===== src/rtl/alu_arbiter.sv =====
// Two-requester front end for a shared external ALU.
// Round-robin grant, one operation in flight, registered response.
module alu_arbiter #(
    parameter int XLEN = 32
) (
    input  logic            clk,
    input  logic            rst_n,
    input  logic            req0_valid,
    input  logic            req1_valid,
    output logic            req0_ready,
    output logic            req1_ready,
    input  logic [XLEN-1:0] req0_rs1,
    input  logic [XLEN-1:0] req0_rs2,
    input  logic [XLEN-1:0] req1_rs1,
    input  logic [XLEN-1:0] req1_rs2,
    input  logic [3:0]      req0_op,
    input  logic [3:0]      req1_op,
    output logic            resp0_valid,
    output logic            resp1_valid,
    input  logic            resp0_ready,
    input  logic            resp1_ready,
    output logic [XLEN-1:0] resp_result,
    output logic            resp_zero,
    output logic            resp_err,
    output logic [XLEN-1:0] alu_rs1,
    output logic [XLEN-1:0] alu_rs2,
    output logic [3:0]      alu_op,
    input  logic [XLEN-1:0] alu_result,
    input  logic            alu_zero,
    output logic            busy
);

    typedef enum logic [1:0] {
        IDLE = 2'b00,
        EXEC = 2'b01,
        RESP = 2'b10
    } state_t;

    state_t          state;
    state_t          state_nx;
    logic            last_grant;
    logic            grant_q;
    logic            gnt_sel;
    logic            accept;
    logic            consume;
    logic [XLEN-1:0] rs1_q;
    logic [XLEN-1:0] rs2_q;
    logic [3:0]      op_q;

    // State register
    always_ff @(posedge clk or negedge rst_n) begin
        if (!rst_n) state <= IDLE;
        else        state <= state_nx;
    end

    // Grant selection, handshakes and next-state
    always_comb begin
        state_nx    = state;
        req0_ready  = 1'b0;
        req1_ready  = 1'b0;
        resp0_valid = 1'b0;
        resp1_valid = 1'b0;
        gnt_sel     = 1'b0;
        accept      = 1'b0;
        consume     = 1'b0;
        unique case (state)
            IDLE: begin
                if (req0_valid && req1_valid) gnt_sel = ~last_grant;
                else                          gnt_sel = req1_valid;
                if (req0_valid || req1_valid) begin
                    accept     = 1'b1;
                    req0_ready = ~gnt_sel;
                    req1_ready = gnt_sel;
                    state_nx   = EXEC;
                end
            end
            EXEC: state_nx = RESP;
            RESP: begin
                resp0_valid = ~grant_q;
                resp1_valid = grant_q;
                consume = grant_q ? resp1_ready : resp0_ready;
                if (consume) state_nx = IDLE;
            end
            default: state_nx = IDLE;
        endcase
    end

    // Operand latch, result capture and round-robin history
    always_ff @(posedge clk or negedge rst_n) begin
        if (!rst_n) begin
            rs1_q       <= '0;
            rs2_q       <= '0;
            op_q        <= '0;
            grant_q     <= 1'b0;
            last_grant  <= 1'b1;
            resp_result <= '0;
            resp_zero   <= 1'b0;
            resp_err    <= 1'b0;
        end else begin
            if (accept) begin
                rs1_q   <= gnt_sel ? req1_rs1 : req0_rs1;
                rs2_q   <= gnt_sel ? req1_rs2 : req0_rs2;
                op_q    <= gnt_sel ? req1_op  : req0_op;
                grant_q <= gnt_sel;
            end
            if (state == EXEC) begin
                resp_result <= alu_result;
                resp_zero   <= alu_zero;
                resp_err    <= (op_q > 4'd4);
            end
            if (consume) last_grant <= grant_q;
        end
    end

    assign alu_rs1 = rs1_q;
    assign alu_rs2 = rs2_q;
    assign alu_op  = op_q;
    assign busy    = (state != IDLE);

endmodule


===== config.mk =====
export PLATFORM = sky130hd
export DESIGN_NAME = alu_arbiter
export DESIGN_NICKNAME = d
export VERILOG_FILES = /design/src/rtl/alu_arbiter.sv
export SDC_FILE = /design/constraint.sdc
export NUM_CORES = 1
export LEC_CHECK = 0
export BUFFER_PORTS_ARGS = -buffer_cell sky130_fd_sc_hd__buf_2
export CAP_MARGIN = 30
export CORE_ASPECT_RATIO = 0.6
export CORE_UTILIZATION = 45
export DETAILED_ROUTE_END_ITERATION = 8
export GPL_TIMING_DRIVEN = 0
export PLACE_DENSITY = 0.81
export SYNTH_ARGS = -nofsm -noshare
export SYNTH_HDL_FRONTEND = slang
export SYNTH_SLANG_ARGS = --single-unit

===== constraint.sdc =====
create_clock -name clk -period 1.85 [get_ports clk]
set_input_delay 0.185 -clock clk [delete_from_list [all_inputs] [get_ports clk]]
set_output_delay 0.185 -clock clk [all_outputs]
set_load 0.05 [all_outputs]

==> results of run 1 <==
-- power groups by stage --
stage	sequential, W	clock [W]	combinational [W]
2_1_floorplan	0.00791	0	0.00277
3_3_place_gp	0.00403	0	0.00877
3_5_place_dp	0.00410	0	0.00896
4_1_cts	0.00410	0.00188	0.00906
5_1_grt	0.00423	0.00197	0.00956
6_report	0.00412	0.00184	0.00910
-- kinds of logic (layout without fill, tap and decap cells) --
group	count (synthesis)	count (layout)	share of synthesized area, %
compound gates	211	211	29.0
buf+inv	127	429	10.3
flops	106	106	51.8
mux	34	34	7.47
simple gates	14	14	1.49
-- through the flow --
step	setup TNS, ns	instances
after detailed placement	0	912
after CTS	-0.00897	932
after global placement	-57.39	911
after global routing	-0.0400	933
after floorplan	0	492
final	0	933
-- worst max-delay path, stage by stage (launching register included) --
cell and delay (ns):
dfstp_2 0.62, clkbuf_4 0.24, o21ai_0 0.11, nor2_2 0.10, buf_6 0.16
-- cells in the final DEF (no fill, tap or decap), drive strengths merged, types with 2 or more instances in the layout --
master,n
nand2,3
dfrtp,105
clkinvlp,2
o2111ai,68
mux2,34
inv,74
o21ai,72
nand2b,2
clkbuf,46
nor2,7
o211ai,68
clkinv,2
buf,304
-- final cells by class --
class / count / share of cell area, %
Timing Repair Buffer: 288 / 21.0
Tap cell: 139 / 2.45
Buffer: 53 / 3.63
Clock inverter: 6 / 0.688
Clock buffer: 10 / 3.37
Inverter: 72 / 3.85
Multi-Input combinational cell: 259 / 27.6
Sequential cell: 106 / 37.4
-- per-layer routing --
| layer | global-route usage [%] | wire [µm] | vias to the layer above |
|---|---|---|---|
| li1 | - | - | 2445 |
| met5 | 0 | 0 | - |
| met1 | 38.3 | 7350 | 2593 |
| met4 | 7.49 | 251 | 0 |
| met2 | 50.6 | 8490 | 260 |
| met3 | 7.24 | 1380 | 28 |
-- registers in the layout, indices dropped and copies added (netlist names) --
signal / flops
resp_err: 1
resp_zero: 1
state: 2
grant_q: 1
last_grant: 1
alu_rs1: 32
alu_rs2: 32
resp_result: 32
alu_op: 4
-- final timing paths --
kind / depth (start not counted) / end
max: 4 / req0_ready
min: 2 / resp_zero$_DFFE_PN0N_
max reg2reg: 7 / alu_rs1[6]$_DFFE_PN0P_
min reg2reg: 1 / resp_result[25]$_DFFE_PN0N_
max in group asynchronous: 3 / alu_rs2[22]$_DFFE_PN0P_
min in group asynchronous: 2 / resp_result[7]$_DFFE_PN0N_
-- what timing repair did --
item / 4_1_cts / 5_1_grt
gates resized for setup: 7 / 6
setup buffers: 4 / 2
pin swaps: 1 / 1
endpoints found under the setup margin: 3 / 38
hold buffers: 1 / 0
hold endpoints to repair: 66 / 0
==> summary by stage, run 1 <==
Run status
The flow ran to the end, and the final reports show no timing, DRC or antenna violations.

CTS
The master cell of the clock root buffer is clkbuf_16. TritonCTS built the clock tree. Counting the buffers created by CTS gives 9. The clock-pin transition on the worst setup and hold timing paths is about 0.07 ns. The clock passes through at most 2 buffers. The clock latency of the later-clocked register in the worst-skew pair is roughly 0.34 ns.

The clock net in this run drives a total of ~110 sinks. The H-tree was split into 3 levels.

Global routing
The maximum number of pins on one net before global-route repair is between 60 and 70. The via count of the first global-routing pass came to ~5300. The initial antenna violation count was 0. The first global-routing pass estimated roughly 27 mm of wire. Global routing finished with a remaining overflow of 0. Global routing consumed, over all layers together, between 20% and 30% of the routing resources.

Setup path
The data required time at the worst endpoint is around 1.7 ns. For flop-to-flop paths, the worst setup slack is 0.09 ns. The endpoint arrival time on the critical path is about 1.6 ns.

By startpoint and endpoint, the worst setup path is classified as flop to primary output. The type of element capturing the critical path is a primary output. Of all nets on the critical path, the largest fanout is 10. The kind of start point of the critical path is a flop. In this run the critical register-to-register path is launched from state[1]$_DFFE_PN0P_. In this run the worst setup path begins at last_grant$_DFFE_PN1P_.

Route
Dividing the detail-routed wire length by the instance count gives approximately 19 µm. The routed via count divided by cell count is approximately 5.7. In the routed design, unresolved DRC markers number 0.

The number of nets with antenna violations after routing is 0. After the first detailed-routing iteration, the DRC count stood at about 320. The final routed wirelength across all metal layers is around 17 mm.

The number of detailed-route iterations in the first pass is 5. The routed layout has 5326 vias.

Logic synthesis
The number of register bits inferred by synthesis is approximately 110. By instance count, the leading cell after synthesis is dfrtp_1. Of all flip-flops after synthesis, the portion carrying an async set or reset was 100%. Synthesis instantiated 24 different standard cells from the library. The cell accounting for the most synthesized area is dfrtp_1. The most used flip-flop cell after synthesis is dfrtp_1. The share of the synthesized area in the top cell type is between 50 and 60%. The mean instance size in the synthesized netlist is around 10 µm². Counting flops with a built-in enable in the synthesized netlist gives 0. The share of the yosys chip area belonging to registers is 51.8%. The area of the mapped netlist is between 0.005 and 0.006 mm². Counting instances in the post-synthesis netlist gives the leading cell types as dfrtp_1, inv_1, o2111ai_1, o211ai_1, o21ai_0.

The number of warnings reported in the yosys synthesis log is 0. Counting every net in the synthesized netlist gives 667. Ranked by total cell area, the synthesized netlist is headed by dfrtp_1, o2111ai_1, o211ai_1. The gate count after technology mapping is 492.

Finish
The layout-stage area growth over the synthesis result is 38.3%. The finished cells cover 0.00709 mm². The fill cell instance count of the final layout is just under 900. In the final layout, the multi-input gates occupy slightly below 0.002 mm². The final layout contains ~960 nets. Once layout is complete, the utilization of the core stands at between 60% and 70%. In the final layout, flip-flops and latches occupy 0.00265 mm². The number of antenna diodes in the final layout is 0. Of the cells placed in the final design, the portion with a size suffix greater than 1 is a little under half.

Timing
The number of pins exceeding their max-slew limit in the final report was 0. Static timing analysis puts the maximum clock frequency at between 0.5 and 0.6 GHz. The smallest clock period supported by the final layout is computed as about 1.8 ns.

Setup slack closes at ~0.09 ns. In this run the tightest slew margin relative to its limit is about 43%. The count of endpoints failing hold in the final timing report is 0. After layout, the worst path uses a little over nine tenths of the clock period. The tightest hold path in the finished design has a slack of 0.0719 ns. Setup repair after global routing could not meet its margin everywhere. The number of setup violations in the final report is 0. Between clock sinks in the finished design, the worst skew comes to approximately 0.0074 ns. The slew at the pin closest to its max-slew limit is roughly 0.86 ns.

Pwr
The power density of the placed cells is 2120 mW/mm². The clock network is responsible for between 10 and 15% of the overall power. In this run the power spent charging and discharging nets is slightly above 0.008 W. Cell internal power was estimated by the tool at 0.00686 W. The highest ir drop seen on vdd is about 1100 µV. Net switching is between 50% and 60% of the power. The power consumption is ~0.015 W.

The sequential share of power is a little over a quarter. The reported leakage power is roughly 3.5 nW. The combinational share of power is about three fifths.

Floorplanning
The vertical die dimension is 84.7 µm. The count of standard-cell rows is 29. The die width is approximately 140 µm.

The floorplan step defined a die boundary enclosing between 0.01 and 0.015 mm². The total area inside the core boundary comes to between 0.01 and 0.015 mm². The initial cell density of the core is a little under half.

The number of placed I/O pins is 282.

Placement
Timing analysis after detailed placement gives a worst setup slack of 0.00926 ns. Once placement finished, the instance area stood at a little under 0.007 mm². Port buffering added 280 buffers. The post-detailed-placement half-perimeter wirelength is approximately 13 mm.

Routability-driven placement finished with a final weighted congestion of slightly below 0.9.

Run
The max-cap violation count is 0.

Worst hold path
In this run the worst hold path is classified as input pin to flop. The critical hold path startpoint is alu_zero.
No activity file was read; power rests on OpenSTA's default activity.
==> run 2: changes to the inputs <==
- ABC_AREA: not set -> 1
- CORE_UTILIZATION: 45 -> 46
==> run 2 against run 1 <==
Flip-flop and latch count is the same. Die area grew 3.7%. Routed wire length shrank 4.6%. Clock-buffer cell count is the same. Via count grew 9.9%. Final cell count grew 31%. Register-to-register slack gained 0.11 ns. Area after synthesis grew 6.1%. Clock power is essentially flat. Largest power group unchanged.
==> summary by stage, run 2 <==
Placement
The placed cell count is 1200. The cell area after placement is 0.00708 mm². OpenSTA, run right after detailed placement, puts the worst setup slack at -0.115 ns. The routability-driven placement congestion ratio is a little over 0.8.

The total of buffers placed on input and output ports is 280. The post-detailed-placement half-perimeter wirelength is ~13 mm.

CTS
The clock latency of the later-clocked register in the worst-skew pair is 0.34 ns. The cell sitting at the root of the clock tree is a clkbuf_16. TritonCTS created 9 clock buffers. The total number of clock tree sinks is between 100 and 150. After clock tree synthesis, the clock-pin slew on the worst setup and hold paths is roughly 0.07 ns. TritonCTS built the clock tree. The H-tree depth is 3. The clock passes through at most 2 buffers.

Logic synthesis
The gate count after technology mapping is 759. For this run, the leading register cell type out of synthesis is dfrtp_1. The number of register bits inferred by synthesis is 106. The number of different library cells used by synthesis comes to 18. The mean instance size in the synthesized netlist is just over 7 µm².

The number of nets handed over by synthesis was 934. Yosys attributes the largest share of cell area to dfrtp_1, nand2_1, inv_1. After synthesis, the share of flip-flops with an asynchronous set or reset is 100%.

After synthesis, flip-flops and latches occupy just under 50% of the total area. In this run the biggest area consumer among cell types represents 48.3% of the synthesized area. The area of the mapped netlist is 0.00544 mm².

The count of flip-flops with a built-in enable after synthesis is 0. The commonest cells after synthesis are nand2_1, inv_1, dfrtp_1, nand3_1, nand4_1. Of all cell types, the one taking the most synthesized area is dfrtp_1.

In the post-synthesis netlist, the cell with the most instances is nand2_1. The number of warnings reported in the yosys synthesis log is 0.

Worst hold path
The worst hold path was traced through 3 stages. The worst hold path belongs to the class input pin to flop.

Route
Before antenna repair, the detailed router went through 5 iterations. The final routed wirelength across all metal layers is about 17 mm. After detailed routing, the number of vias per cell comes to around 4.8.

The count of nets left with antenna violations once routing finished came out at 0. The overall via count from detail_route is ~6000. After detailed routing, the average wire length per cell comes to ~14 µm. For this run, design rule violations remaining after detail routing come to 0. The detailed router finished its first iteration with around 330 violations.

Global routing
The global-route wire length before repair is 26.2 mm. The layer carrying the most global-route usage is met2. The via count of the first global-routing pass is roughly 5300. Global routing used between 30% and 40% of the available met1 tracks. For this run, global-route usage on met3 was measured as ~5.4%. The total global routing track utilization is ~27%. Entering global routing, the biggest net connects 73 pins. The initial antenna violation count came to 0. The global-route track usage on met2 is roughly 43%. Summed over all layers, the global routing overflow is 0.

Timing
In the finished design, the share of the clock period the worst path needs comes to 96.2%. Adding up every negative setup slack in the final design gives 0 ns. The minimum clock period is around 1.8 ns. Across the routed clock network, the largest skew measured is approximately 0.007 ns. Setup repair after global routing left no endpoint under its margin. The number of pins exceeding their max-slew limit in the final report is 0. The slew at the pin closest to its max-slew limit is slightly below 0.6 ns.

Setup violations remaining at the end of the flow were counted as 0. Headroom to the max-slew limit came out at between 60 and 70%. The achievable clock frequency is ~0.56 GHz. The count of endpoints failing hold in the final timing report was 0.

The post-route worst setup slack is approximately 0.07 ns.

Floorplanning
Once the floorplan was initialized, standard cells occupied a little under half of the core. The die is about 140 µm wide. The total area inside the core boundary comes to between 0.01 and 0.015 mm². The vertical die dimension is 86.2 µm. The number of placed I/O pins is about 280. The count of standard-cell rows is 30. The floorplan step defined a die boundary enclosing 0.0123 mm².

Finish
0 antenna diodes ended up in the layout. After the flow finishes, the layout carries non-filler instances totaling approximately 1200. Leaving out fill and tap cells, the most frequent cells in the layout are nand2_1, buf_2, inv_1. The most frequent standard cell in the layout excluding fill and tap cells is nand2_1. Of the cells placed in the final design, the portion with a size suffix greater than 1 is between 30% and 40%. The layout-stage area growth over the synthesis result is 37.3%. The fill cell instance count of the final layout is about 1000. The summed area of non-filler cells in the final layout is 0.00747 mm². The multi-input logic area is between 0.002 and 0.0025 mm². The flip-flop and latch area is around 0.0027 mm². The final layout contains around 1200 nets.

Run status
The run finished with clean final reports.

Setup path
The number of cells on the worst reg-to-reg path is 7. The type of element capturing the critical path is a primary output. The data required time at the worst endpoint is around 1.7 ns.

The largest fanout on the critical path is 10. The classification of the worst setup path is flop to primary output. Data arrives at the worst endpoint at ~1.6 ns. The kind of start point of the critical path is a flop.

Pwr
Power comes to about 0.016 W. The power density of the placed cells is between 2000 and 2500 mW/mm². The worst-case IR drop observed on VDD is about 1100 µV.

Summed over all cells, the static leakage comes to between 4 and 5 nW.

Run
The max-cap violation count is 0.
==> run 2: area by class of cell <==
cell class | instances | share of cell area, %
inverter | 145 | 7.29
buffer | 46 | 3.03
multi-input combinational | 459 | 27.2
tap | 160 | 2.68
sequential | 106 | 35.5
clock buffer | 10 | 3.07
clock inverter | 6 | 0.653
timing repair buffer | 290 | 20.6
==> run 2: final timing paths <==
check | from | to | slack, ns
worst max-delay path | state[0]$_DFFE_PN0P_ | req1_ready | 0.07
worst min-delay path | alu_result[31] | resp_result[31]$_DFFE_PN0N_ | 0.04
worst max register to register | state[0]$_DFFE_PN0P_ | alu_rs2[30]$_DFFE_PN0P_ | 0.20
worst min register to register | resp_result[6]$_DFFE_PN0N_ | resp_result[6]$_DFFE_PN0N_ | 0.48
max in group asynchronous | rst_n | last_grant$_DFFE_PN1P_ | 0.78
min in group asynchronous | rst_n | alu_rs1[0]$_DFFE_PN0P_ | 0.33
==> run 2: cells by family after synthesis <==
group	synth area share (%)
AO/OA/AOI/OAI	0.851
buffers and inverters	14.3
flip-flops	48.8
AND/OR/NAND/NOR	36.0
==> run 2: worst max-delay path, stage by stage (launching register included) <==
cell     delay (ns)
dfrtp_1        0.43
nor2_4         0.22
buf_12         0.14
nand3_4        0.12
inv_2          0.13
buf_4          0.21
==> run 2: through the flow <==
step / hold slack (ns) / util (%)
finish: 0.0363 / 65.4
global route: 0.0295 / 65.4
detailed placement: 0.176 / 62.0
global placement: 0.379 / 61.8
floorplan: -0.111 / -
CTS: 0.0233 / 64.8
==> run 2: timing repair <==
action	4_1_cts	5_1_grt
endpoints found under the hold margin	34	0
pin swaps	2	2
gates resized for setup	6	6
hold buffers	1	0
buffers inserted	2	6
setup endpoints to repair	3	10
cloned	0	0
==> run 2: metal layers <==
layer | routed length [µm] | up-vias | part of all wire (%)
met2 | 7490 | 246 | 45
li1 | - | 2919 | -
met3 | 1160 | 25 | 7.0
met1 | 7730 | 2664 | 46
met5 | 0 | - | 0
met4 | 289 | 0 | 1.7
==> run 2: power breakdown <==
group	leakage, nW	switching, W	total (W)	internal, W
combinational	3.29	0.00731	0.00964	0.00232
clock	0.131	0.000890	0.00182	0.000932
sequential	1.29	0.000626	0.00412	0.00350
total	4.72	0.00883	0.0156	0.00676
